===== src/rtl/ps2_host_tx_pkg.sv =====
// ---------------------------------------------------------------------------
// ps2_host_tx_pkg
// Shared keyboard-port definitions: PS/2 command and reply byte values, the
// host transmitter state encoding and small frame-building helpers.
// ---------------------------------------------------------------------------
package ps2_host_tx_pkg;

   // Host-to-keyboard command bytes
   localparam logic [7:0] PS2_CMD_SET_LEDS = 8'hED;
   localparam logic [7:0] PS2_CMD_ECHO     = 8'hEE;
   localparam logic [7:0] PS2_CMD_RESET    = 8'hFF;

   // Keyboard-to-host reply bytes
   localparam logic [7:0] PS2_ACK          = 8'hFA;
   localparam logic [7:0] PS2_RESEND       = 8'hFE;

   // Fall count at which the stop bit is on the wire; the next fall is the ACK
   localparam logic [3:0] PS2_STOP_FALL    = 4'd10;

   typedef enum logic [2:0] {
      ST_IDLE      = 3'd0,
      ST_INHIBIT   = 3'd1,
      ST_REQ       = 3'd2,
      ST_SEND      = 3'd3,
      ST_WAIT_IDLE = 3'd4,
      ST_DONE      = 3'd5
   } ps2_tx_state_e;

   // Odd parity: the parity bit makes the total count of ones odd
   function automatic logic ps2_odd_parity(input logic [7:0] data);
      return ~^data;
   endfunction

   // Wire order from bit 0 upward: start, d0..d7, parity, stop
   function automatic logic [10:0] ps2_build_frame(input logic [7:0] data);
      return {1'b1, ps2_odd_parity(data), data, 1'b0};
   endfunction

endpackage


===== src/rtl/ps2_line_sync.sv =====
// ---------------------------------------------------------------------------
// ps2_line_sync
// Brings the asynchronous PS/2 clock and data pin levels into the clk domain
// through two flops each, and flags a falling edge of the synchronised clock.
// Shared by the host transmitter and the scan-code receiver.
//
// Ports:
//   clk, reset  - system clock, synchronous active-high reset
//   ps2_clk_i   - raw PS/2 clock pin level
//   ps2_dat_i   - raw PS/2 data pin level
//   clk_sync    - synchronised clock level
//   dat_sync    - synchronised data level
//   clk_fall    - one-cycle flag: clk_sync was 1 last cycle and is 0 now
// ---------------------------------------------------------------------------
module ps2_line_sync (
   input  logic clk,
   input  logic reset,
   input  logic ps2_clk_i,
   input  logic ps2_dat_i,
   output logic clk_sync,
   output logic dat_sync,
   output logic clk_fall
);

   logic clk_meta_r;
   logic clk_sync_r;
   logic clk_prev_r;
   logic dat_meta_r;
   logic dat_sync_r;

   // Synchroniser chains; reset to the idle (released, high) line level
   always_ff @(posedge clk) begin
      if (reset) begin
         clk_meta_r <= 1'b1;
         clk_sync_r <= 1'b1;
         clk_prev_r <= 1'b1;
         dat_meta_r <= 1'b1;
         dat_sync_r <= 1'b1;
      end else begin
         clk_meta_r <= ps2_clk_i;
         clk_sync_r <= clk_meta_r;
         clk_prev_r <= clk_sync_r;
         dat_meta_r <= ps2_dat_i;
         dat_sync_r <= dat_meta_r;
      end
   end

   assign clk_sync = clk_sync_r;
   assign dat_sync = dat_sync_r;
   assign clk_fall = clk_prev_r & ~clk_sync_r;

endmodule


===== src/rtl/ps2_host_tx.sv =====
// ---------------------------------------------------------------------------
// ps2_host_tx
// Host-to-device PS/2 transmitter. Inhibits the bus, issues a request to
// send, then shifts one byte (start, 8 data LSB first, odd parity, stop) out
// on the device-generated clock and checks the device ACK bit. The line
// drivers are open-drain enables: 1 pulls the line low, 0 releases it.
//
// Ports:
//   clk, reset   - system clock, synchronous active-high reset
//   ps2_clk_i    - raw PS/2 clock pin level
//   ps2_dat_i    - raw PS/2 data pin level
//   ps2_clk_oe   - pull PS/2 clock low
//   ps2_dat_oe   - pull PS/2 data low
//   tx_data      - byte to send, captured on an accepted tx_write
//   tx_write     - single-cycle send request (ignored while busy or done)
//   tx_busy      - transaction in progress
//   tx_done      - one-cycle end-of-transaction pulse
//   tx_error     - with tx_done: NACK received or frame timed out
// ---------------------------------------------------------------------------
module ps2_host_tx
   import ps2_host_tx_pkg::*;
#(
   parameter int CLK_HZ         = 14_000_000,
   parameter int INHIBIT_CYCLES = CLK_HZ / 10000,
   parameter int TIMEOUT_CYCLES = CLK_HZ / 50
) (
   input  logic       clk,
   input  logic       reset,
   input  logic       ps2_clk_i,
   input  logic       ps2_dat_i,
   output logic       ps2_clk_oe,
   output logic       ps2_dat_oe,
   input  logic [7:0] tx_data,
   input  logic       tx_write,
   output logic       tx_busy,
   output logic       tx_done,
   output logic       tx_error
);

   localparam int INH_W = (INHIBIT_CYCLES > 1) ? $clog2(INHIBIT_CYCLES) : 1;
   localparam int TO_W  = (TIMEOUT_CYCLES > 1) ? $clog2(TIMEOUT_CYCLES) : 1;
   localparam logic [INH_W-1:0] INH_LAST = INH_W'(INHIBIT_CYCLES - 1);
   localparam logic [TO_W-1:0]  TO_LAST  = TO_W'(TIMEOUT_CYCLES - 1);

   logic clk_sync_s;
   logic dat_sync_s;
   logic clk_fall_s;

   ps2_tx_state_e    state_r,   state_s;
   logic [10:0]      frame_r,   frame_s;
   logic [3:0]       n_r,       n_s;
   logic [INH_W-1:0] inh_cnt_r, inh_cnt_s;
   logic [TO_W-1:0]  to_cnt_r,  to_cnt_s;
   logic             err_r,     err_s;

   logic clk_oe_s;
   logic dat_oe_s;
   logic busy_s;
   logic done_s;
   logic error_s;

   ps2_line_sync u_line_sync (
      .clk       (clk),
      .reset     (reset),
      .ps2_clk_i (ps2_clk_i),
      .ps2_dat_i (ps2_dat_i),
      .clk_sync  (clk_sync_s),
      .dat_sync  (dat_sync_s),
      .clk_fall  (clk_fall_s)
   );

   // Next-state, datapath and next-output logic
   always_comb begin
      state_s   = state_r;
      frame_s   = frame_r;
      n_s       = n_r;
      inh_cnt_s = inh_cnt_r;
      to_cnt_s  = to_cnt_r;
      err_s     = err_r;

      case (state_r)
         ST_IDLE: begin
            if (tx_write) begin
               state_s   = ST_INHIBIT;
               frame_s   = ps2_build_frame(tx_data);
               n_s       = 4'd0;
               inh_cnt_s = '0;
               to_cnt_s  = '0;
               err_s     = 1'b0;
            end else begin
               state_s = ST_IDLE;
            end
         end

         ST_INHIBIT: begin
            if (inh_cnt_r == INH_LAST) begin
               state_s = ST_REQ;
            end else begin
               inh_cnt_s = inh_cnt_r + INH_W'(1'b1);
            end
         end

         // Data already pulled low here: this cycle presents the start bit
         ST_REQ: begin
            state_s  = ST_SEND;
            to_cnt_s = '0;
         end

         // Each detected fall advances the frame; the stop bit is left on
         // the wire until the next fall, where the device ACK is sampled.
         ST_SEND: begin
            to_cnt_s = to_cnt_r + TO_W'(1'b1);
            if (to_cnt_r == TO_LAST) begin
               state_s = ST_DONE;
               err_s   = 1'b1;
            end else if (clk_fall_s) begin
               n_s = n_r + 4'd1;
               if (n_r == PS2_STOP_FALL) begin
                  err_s   = dat_sync_s;
                  state_s = ST_WAIT_IDLE;
               end else begin
                  frame_s = {1'b1, frame_r[10:1]};
               end
            end else begin
               n_s = n_r;
            end
         end

         ST_WAIT_IDLE: begin
            to_cnt_s = to_cnt_r + TO_W'(1'b1);
            if (to_cnt_r == TO_LAST) begin
               state_s = ST_DONE;
               err_s   = 1'b1;
            end else if (clk_sync_s && dat_sync_s) begin
               state_s = ST_DONE;
            end else begin
               state_s = ST_WAIT_IDLE;
            end
         end

         ST_DONE: begin
            state_s = ST_IDLE;
         end

         default: begin
            state_s = ST_IDLE;
         end
      endcase

      // Outputs are registered, so they are derived from the next state
      clk_oe_s = (state_s == ST_INHIBIT) || (state_s == ST_REQ);
      dat_oe_s = (state_s == ST_REQ) || ((state_s == ST_SEND) && !frame_s[0]);
      busy_s   = (state_s == ST_INHIBIT) || (state_s == ST_REQ) ||
                 (state_s == ST_SEND) || (state_s == ST_WAIT_IDLE);
      done_s   = (state_s == ST_DONE);
      error_s  = (state_s == ST_DONE) && err_s;
   end

   // State, datapath and output registers
   always_ff @(posedge clk) begin
      if (reset) begin
         state_r    <= ST_IDLE;
         frame_r    <= 11'h7FF;
         n_r        <= 4'd0;
         inh_cnt_r  <= '0;
         to_cnt_r   <= '0;
         err_r      <= 1'b0;
         ps2_clk_oe <= 1'b0;
         ps2_dat_oe <= 1'b0;
         tx_busy    <= 1'b0;
         tx_done    <= 1'b0;
         tx_error   <= 1'b0;
      end else begin
         state_r    <= state_s;
         frame_r    <= frame_s;
         n_r        <= n_s;
         inh_cnt_r  <= inh_cnt_s;
         to_cnt_r   <= to_cnt_s;
         err_r      <= err_s;
         ps2_clk_oe <= clk_oe_s;
         ps2_dat_oe <= dat_oe_s;
         tx_busy    <= busy_s;
         tx_done    <= done_s;
         tx_error   <= error_s;
      end
   end

endmodule


===== config.mk =====
export PLATFORM = sky130hd
export DESIGN_NAME = ps2_host_tx
export DESIGN_NICKNAME = d
export VERILOG_FILES = /design/src/rtl/ps2_host_tx_pkg.sv /design/src/rtl/ps2_line_sync.sv /design/src/rtl/ps2_host_tx.sv
export SDC_FILE = /design/constraint.sdc
export NUM_CORES = 1
export LEC_CHECK = 0
export BUFFER_PORTS_ARGS = -buffer_cell sky130_fd_sc_hd__buf_2
export CAP_MARGIN = 20
export CORE_MARGIN = 3
export CORE_UTILIZATION = 60
export CTS_CLUSTER_SIZE = 14
export DETAILED_ROUTE_END_ITERATION = 16
export PLACE_DENSITY = 0.79
export SLEW_MARGIN = 5
export SYNTH_ARGS = -nofsm -noshare
export SYNTH_HDL_FRONTEND = slang
export SYNTH_SLANG_ARGS = --single-unit

===== constraint.sdc =====
create_clock -name clk -period 2.6 [get_ports clk]
set_clock_uncertainty 0.1 [all_clocks]
set_input_delay 0 -clock clk [delete_from_list [all_inputs] [get_ports clk]]
set_output_delay 0 -clock clk [all_outputs]
set_load 0.005 [all_outputs]

Word level (Yosys, flattened, before mapping) --
Cells that the tools add are included.
Word-level totals: flip-flop bits (word level) 59, input bits 13, output and inout bits 5, logic and storage cells 85
Cells by class: $add $sub $neg 3, equality and inequality tests 17, mux-type cells 28, bitwise gates (word level) 2, reductions and logical operators 18
Operator list (count):
- $mux W11 | 6
- $pmux W19 S3 | 1
- $pmux W11 S2 | 2
- $add A19 B1 Y19 const B | 1
- $eq A19 B19 Y1 const B | 1
- $mux W19 | 1
- $pmux W3 S5 | 1
- $eq A3 B2 Y1 const B | 4
- $mux W3 | 4
- $mux W4 | 3
- $add A11 B1 Y11 const B | 1
- $eq A11 B11 Y1 const B | 1
- $ne A2 B2 Y1 const B | 5
- $eq A3 B3 Y1 const B | 3
- $mux W1 | 8
- $pmux W4 S2 | 1
- $reduce_xnor A8 Y1 | 1
- $eq A3 B1 Y1 const B | 2
- $reduce_and A5 Y1 | 1
- $add A4 B1 Y4 const B | 1
- $eq A4 B4 Y1 const B | 1
- $logic_or A1 B1 Y1 | 4
- $reduce_and A4 Y1 | 1
- $reduce_bool A2 Y1 | 2
- other kinds (10) | 12

Depth between registers and ports, before layout --
depth in word-level cells 9, mapped depth 8, mapped depth without buffers 7

By module --
Synthesis repeated with hierarchy kept, for this count alone.
Second synthesis, totals: cell total of the unflattened synthesis 310, area total of the unflattened synthesis 2758.9 sq um
By module, submodules not included:
- ps2_host_tx | instances 1, cells an instance 299, area an instance 2621.3 sq um
- ps2_line_sync | instances 1, cells an instance 11, area an instance 137.6 sq um

Worst setup path after synthesis --
Ideal clock, no wire load.
path type reg-to-reg, start register to_cnt_r[0], end register frame_r[1], library setup time 0.122 ns, arrival time 1.955 ns, required time 2.378 ns, slack 0.423 ns, stages on the path, launching flop included 8, buffers on the path 2, cells stage by stage dfxtp_1 > ha_1 > nand2_1 > or4_1 > buf_2 > o21a_4 > buf_6 > a221o_1
On the way: longest elaborated chain between the ends 3
Ends and longest elaborated chain:
- from (decl) | RTL line ps2_host_tx.sv:53 | logic [TO_W-1:0] to_cnt_r, to_cnt_s;
- from (signal assigned) | RTL line ps2_host_tx.sv:178 | to_cnt_r <= to_cnt_s;
- $eq A19 B19 Y1 | RTL line ps2_host_tx.sv:113 | if (to_cnt_r == TO_LAST) begin
- $ne A2 B2 Y1 (no source line)
- $reduce_and A5 Y1 (no source line)
- to (signal assigned) | RTL line ps2_host_tx.sv:175 | frame_r <= frame_s;
- to (decl) | RTL line ps2_host_tx.sv:50 | logic [10:0] frame_r, frame_s;
No other way between the ends. A chain may end at the register's enable or synchronous reset.

Final worst setup path --
start register to_cnt_r[0], end register frame_r[8]
Same word-level chain as after synthesis.

==> results.sh <==
export IMPL_finalHoldViolCount=0
export IMPL_stdcell_count=401
export IMPL_min_period_ns=2.41
export IMPL_yosys_warnings=0
export IMPL_fin_util_pct=72.9
export IMPL_syn_inst=315
export IMPL_ys_dominant_reg_cell="dfxtp_1"
export IMPL_placed_cells=375
export IMPL_layout_nets=363
export IMPL_clock_path_buffers=2
export IMPL_critPathKind="reg2reg"
export IMPL_critPathRequiredTime_ns=2.77
export IMPL_hold_end="u_line_sync.dat_meta_r$_SDFF_PP1_"
export IMPL_yosys_area_top_type="dfxtp_1"
export IMPL_end_kind="flop"
export IMPL_vias_per_cell=6.00
export IMPL_syn_avg_cell_area_um2=8.94
export IMPL_synth_top_area_share_pct=41.9
export IMPL_wl_per_cell_um=14.9
export IMPL_hold_class="in2reg"
export IMPL_synth_most_common_cell="dfxtp_1"
export IMPL_clock_sinks=59
export IMPL_maxCapViolations=0
export IMPL_initial_core_util_pct=63.4
export IMPL_cellPowerDensity_nw_per_um2=586
export IMPL_rsz0062_at_grt="false"
export IMPL_firstDrtPassIters=5
export IMPL_place_gp_congestion=0.849
export IMPL_ant_nets=0
export IMPL_layout_setup_ws_ns=0.190
export IMPL_drive_gt1_share_pct=16.0
export IMPL_rrSetupSlack_ns=0.19
export IMPL_clk_latency_ns=0.33
export IMPL_numCtsBuffers=9
export IMPL_crit_slowest_cell="or4_1"
export IMPL_yosys_top_cells_count="59 x dfxtp_1, 36 x nand2_1, 35 x nor2_1, 18 x xnor2_1, 12 x a21oi_1"
export IMPL_cts_resized_gates=0
export IMPL_antenna_found_initial=0
export IMPL_num_antenna_cells=0
export IMPL_place_ws_ns=0.234
export IMPL_cts_hold_fix_buffers=12
export IMPL_fmaxAchievable_mhz=415
export IMPL_die_x_um=74.5
export IMPL_route_vias_total=2405
export IMPL_total_power_w=0.00190
export IMPL_area_delta_synth_final_pct=15.0
export IMPL_synth_edf_count=0
export IMPL_status="complete, no violations"
export IMPL_path_depth=6
export IMPL_synth_nets=332
export IMPL_grt_max_degree=20
export IMPL_cp_num_buf_inv=0
export IMPL_route_detailed_drc=0
export IMPL_startpoint_type="flop"
export IMPL_root_buffer="clkbuf_8"
export IMPL_h_tree_depth=3
export IMPL_port_buffers=17
export IMPL_grt_pass1_vias=2236
export IMPL_tns_ns=0
export IMPL_timing_rr_end="frame_r[8]$_SDFFE_PP1P_"
export IMPL_io_pins=18
export IMPL_grt_pass1_wl_mm=10.1
export IMPL_grtUsageTotal_pct=24.0
export IMPL_fillCellCount=340
export IMPL_max_slew_margin_pct=50.5
export IMPL_die_h_um=74.5
export IMPL_ys_types=61
export IMPL_seq_area_frac_synth_pct=41.9
export IMPL_cp_arrival_ns=2.58
export IMPL_slew_viol_final=0
export IMPL_clk_pin_slew_ns=0.06
export IMPL_synthArstFlopShare_pct=0
export IMPL_die_area_um2=5550
export IMPL_path_cells="ha_1 > nand2_1 > or4_1 > o21a_4 > nor2_2 > a221o_1"
export IMPL_setup_viol=0
export IMPL_rows=24
export IMPL_min_delay_path_depth=3
export IMPL_cts_setup_buffers=0
export IMPL_ir_drop_uv=417
export IMPL_crit_path_max_incr_delay_ns=0.66
export IMPL_cts_tree="done"
export IMPL_hpwl_mm=4.08
export IMPL_worst_pin_slew_ns=0.736
export IMPL_drt_first_iter_violations=219
export IMPL_rr_startpoint="to_cnt_r[0]$_SDFFE_PP0P_"
export IMPL_crit_fanout=13
export IMPL_leakage_nw=1.18
export IMPL_wirelength_mm=5.99
export IMPL_yosys_register_bits=59
export IMPL_fp_coreArea_um2=4440
export IMPL_hp_start="ps2_dat_i"
export IMPL_syn_area_um2=2820
export IMPL_timing_final_crit_share_pct=92.7
export IMPL_rr_worst_depth=6
export IMPL_synth_area_leaders="dfxtp_1 42%, xnor2_1 5.6%, nand2_1 4.8%"
export IMPL_grt_ovfl_total=0
export IMPL_critPathTopFamily="simple AND/OR/NAND/NOR gates"
## worst reg2reg max path, delay by kind of cell, from the launching register on
family | cells | cell delay, ns
simple gates | 3 | 1.09
compound gates | 2 | 0.53
flops | 1 | 0.41
fa+ha+maj | 1 | 0.22
## metal layers
layer,part of all wire [%],vias up,GRT usage (%)
met5,0,-,0
li1,-,1192,-
met4,1.5,0,9.49
met1,48,1124,31.5
met3,5.8,10,8.51
met2,45,79,36.0
## placed cells by master (no fill, tap or decap), types with 4 or more instances in the layout
master         count
inv_1              6
xnor2_1           18
nand2b_1           4
nor4b_1            6
nand4_1            4
nor3_1             5
nand2_1           36
nand3_1            9
buf_4              5
a221o_1            8
buf_2             17
clkbuf_8          10
or2_2              6
a21oi_1           12
ha_1               4
and3_1             4
or3_1              8
o21ai_0           11
dfxtp_1           59
dlygate4sd3_1     12
xor2_1            10
o2111ai_1          4
nor4_1             5
nor2_1            35
## sequential cells by signal, indices dropped and copies added (netlist names)
name and count:
state_r 3, to_cnt_r 19, tx_done 1, ps2_dat_oe 1, n_r 4, u_line_sync.clk_meta_r 1
u_line_sync.dat_meta_r 1, tx_busy 1, ps2_clk_oe 1, tx_error 1, inh_cnt_r 11, u_line_sync.clk_sync 1
err_r 1, frame_r 11, u_line_sync.clk_prev_r 1, u_line_sync.dat_sync 1
## report_power, final
| group | switching (W) | internal, W |
|---|---|---|
| combinational | 0.0000909 | 0.0000756 |
| clock | 0.000329 | 0.000455 |
| sequential | 0.0000173 | 0.000930 |
## metrics by stage
step / hold slack (ns) / cell area [µm²]
after global placement: 0.0838 / 2940
after detailed placement: 0.0862 / 2940
final: 0.283 / 3240
after floorplan: 0.00126 / 2820
after global routing: 0.293 / 3240
after CTS: 0.267 / 3240
## how the worst max path moves through the flow
stage / from / end / slack (ns)
floorplan: to_cnt_r[0]$_SDFFE_PP0P_ / frame_r[1]$_SDFFE_PP1P_ / 0.42
global placement: to_cnt_r[0]$_SDFFE_PP0P_ / frame_r[4]$_SDFFE_PP1P_ / 0.35
detailed placement: to_cnt_r[0]$_SDFFE_PP0P_ / frame_r[4]$_SDFFE_PP1P_ / 0.23
CTS: to_cnt_r[0]$_SDFFE_PP0P_ / frame_r[8]$_SDFFE_PP1P_ / 0.23
global route: to_cnt_r[0]$_SDFFE_PP0P_ / frame_r[3]$_SDFFE_PP1P_ / 0.07
finish: to_cnt_r[0]$_SDFFE_PP0P_ / frame_r[8]$_SDFFE_PP1P_ / 0.19
## cell type report
| class | count | area (µm²) | share of cell area [%] |
|---|---|---|---|
| multi-input combinational | 236 | 1550 | 47.7 |
| clock buffer | 11 | 141 | 4.36 |
| timing repair buffer | 34 | 243 | 7.49 |
| inverter | 6 | 22.5 | 0.695 |
| clock inverter | 3 | 40.0 | 1.24 |
| tap | 52 | 65.1 | 2.01 |
| sequential | 59 | 1180 | 36.5 |
## cell families (layout without fill, tap and decap cells)
group                      count (synthesis)  in the layout  synth area share (%)
AOI/OAI and AO/OA                         59             59                  15.8
xor gates and xnor gates                  28             28                  8.71
adders and majority gates                  4              4                  1.78
DFF                                       59             59                  41.9
and+or+nand+nor                          144            144                  28.3
buffers and inverters                     20             54                  3.15
muxes                                      1              1                 0.355
No activity file was read; power rests on OpenSTA's default activity.
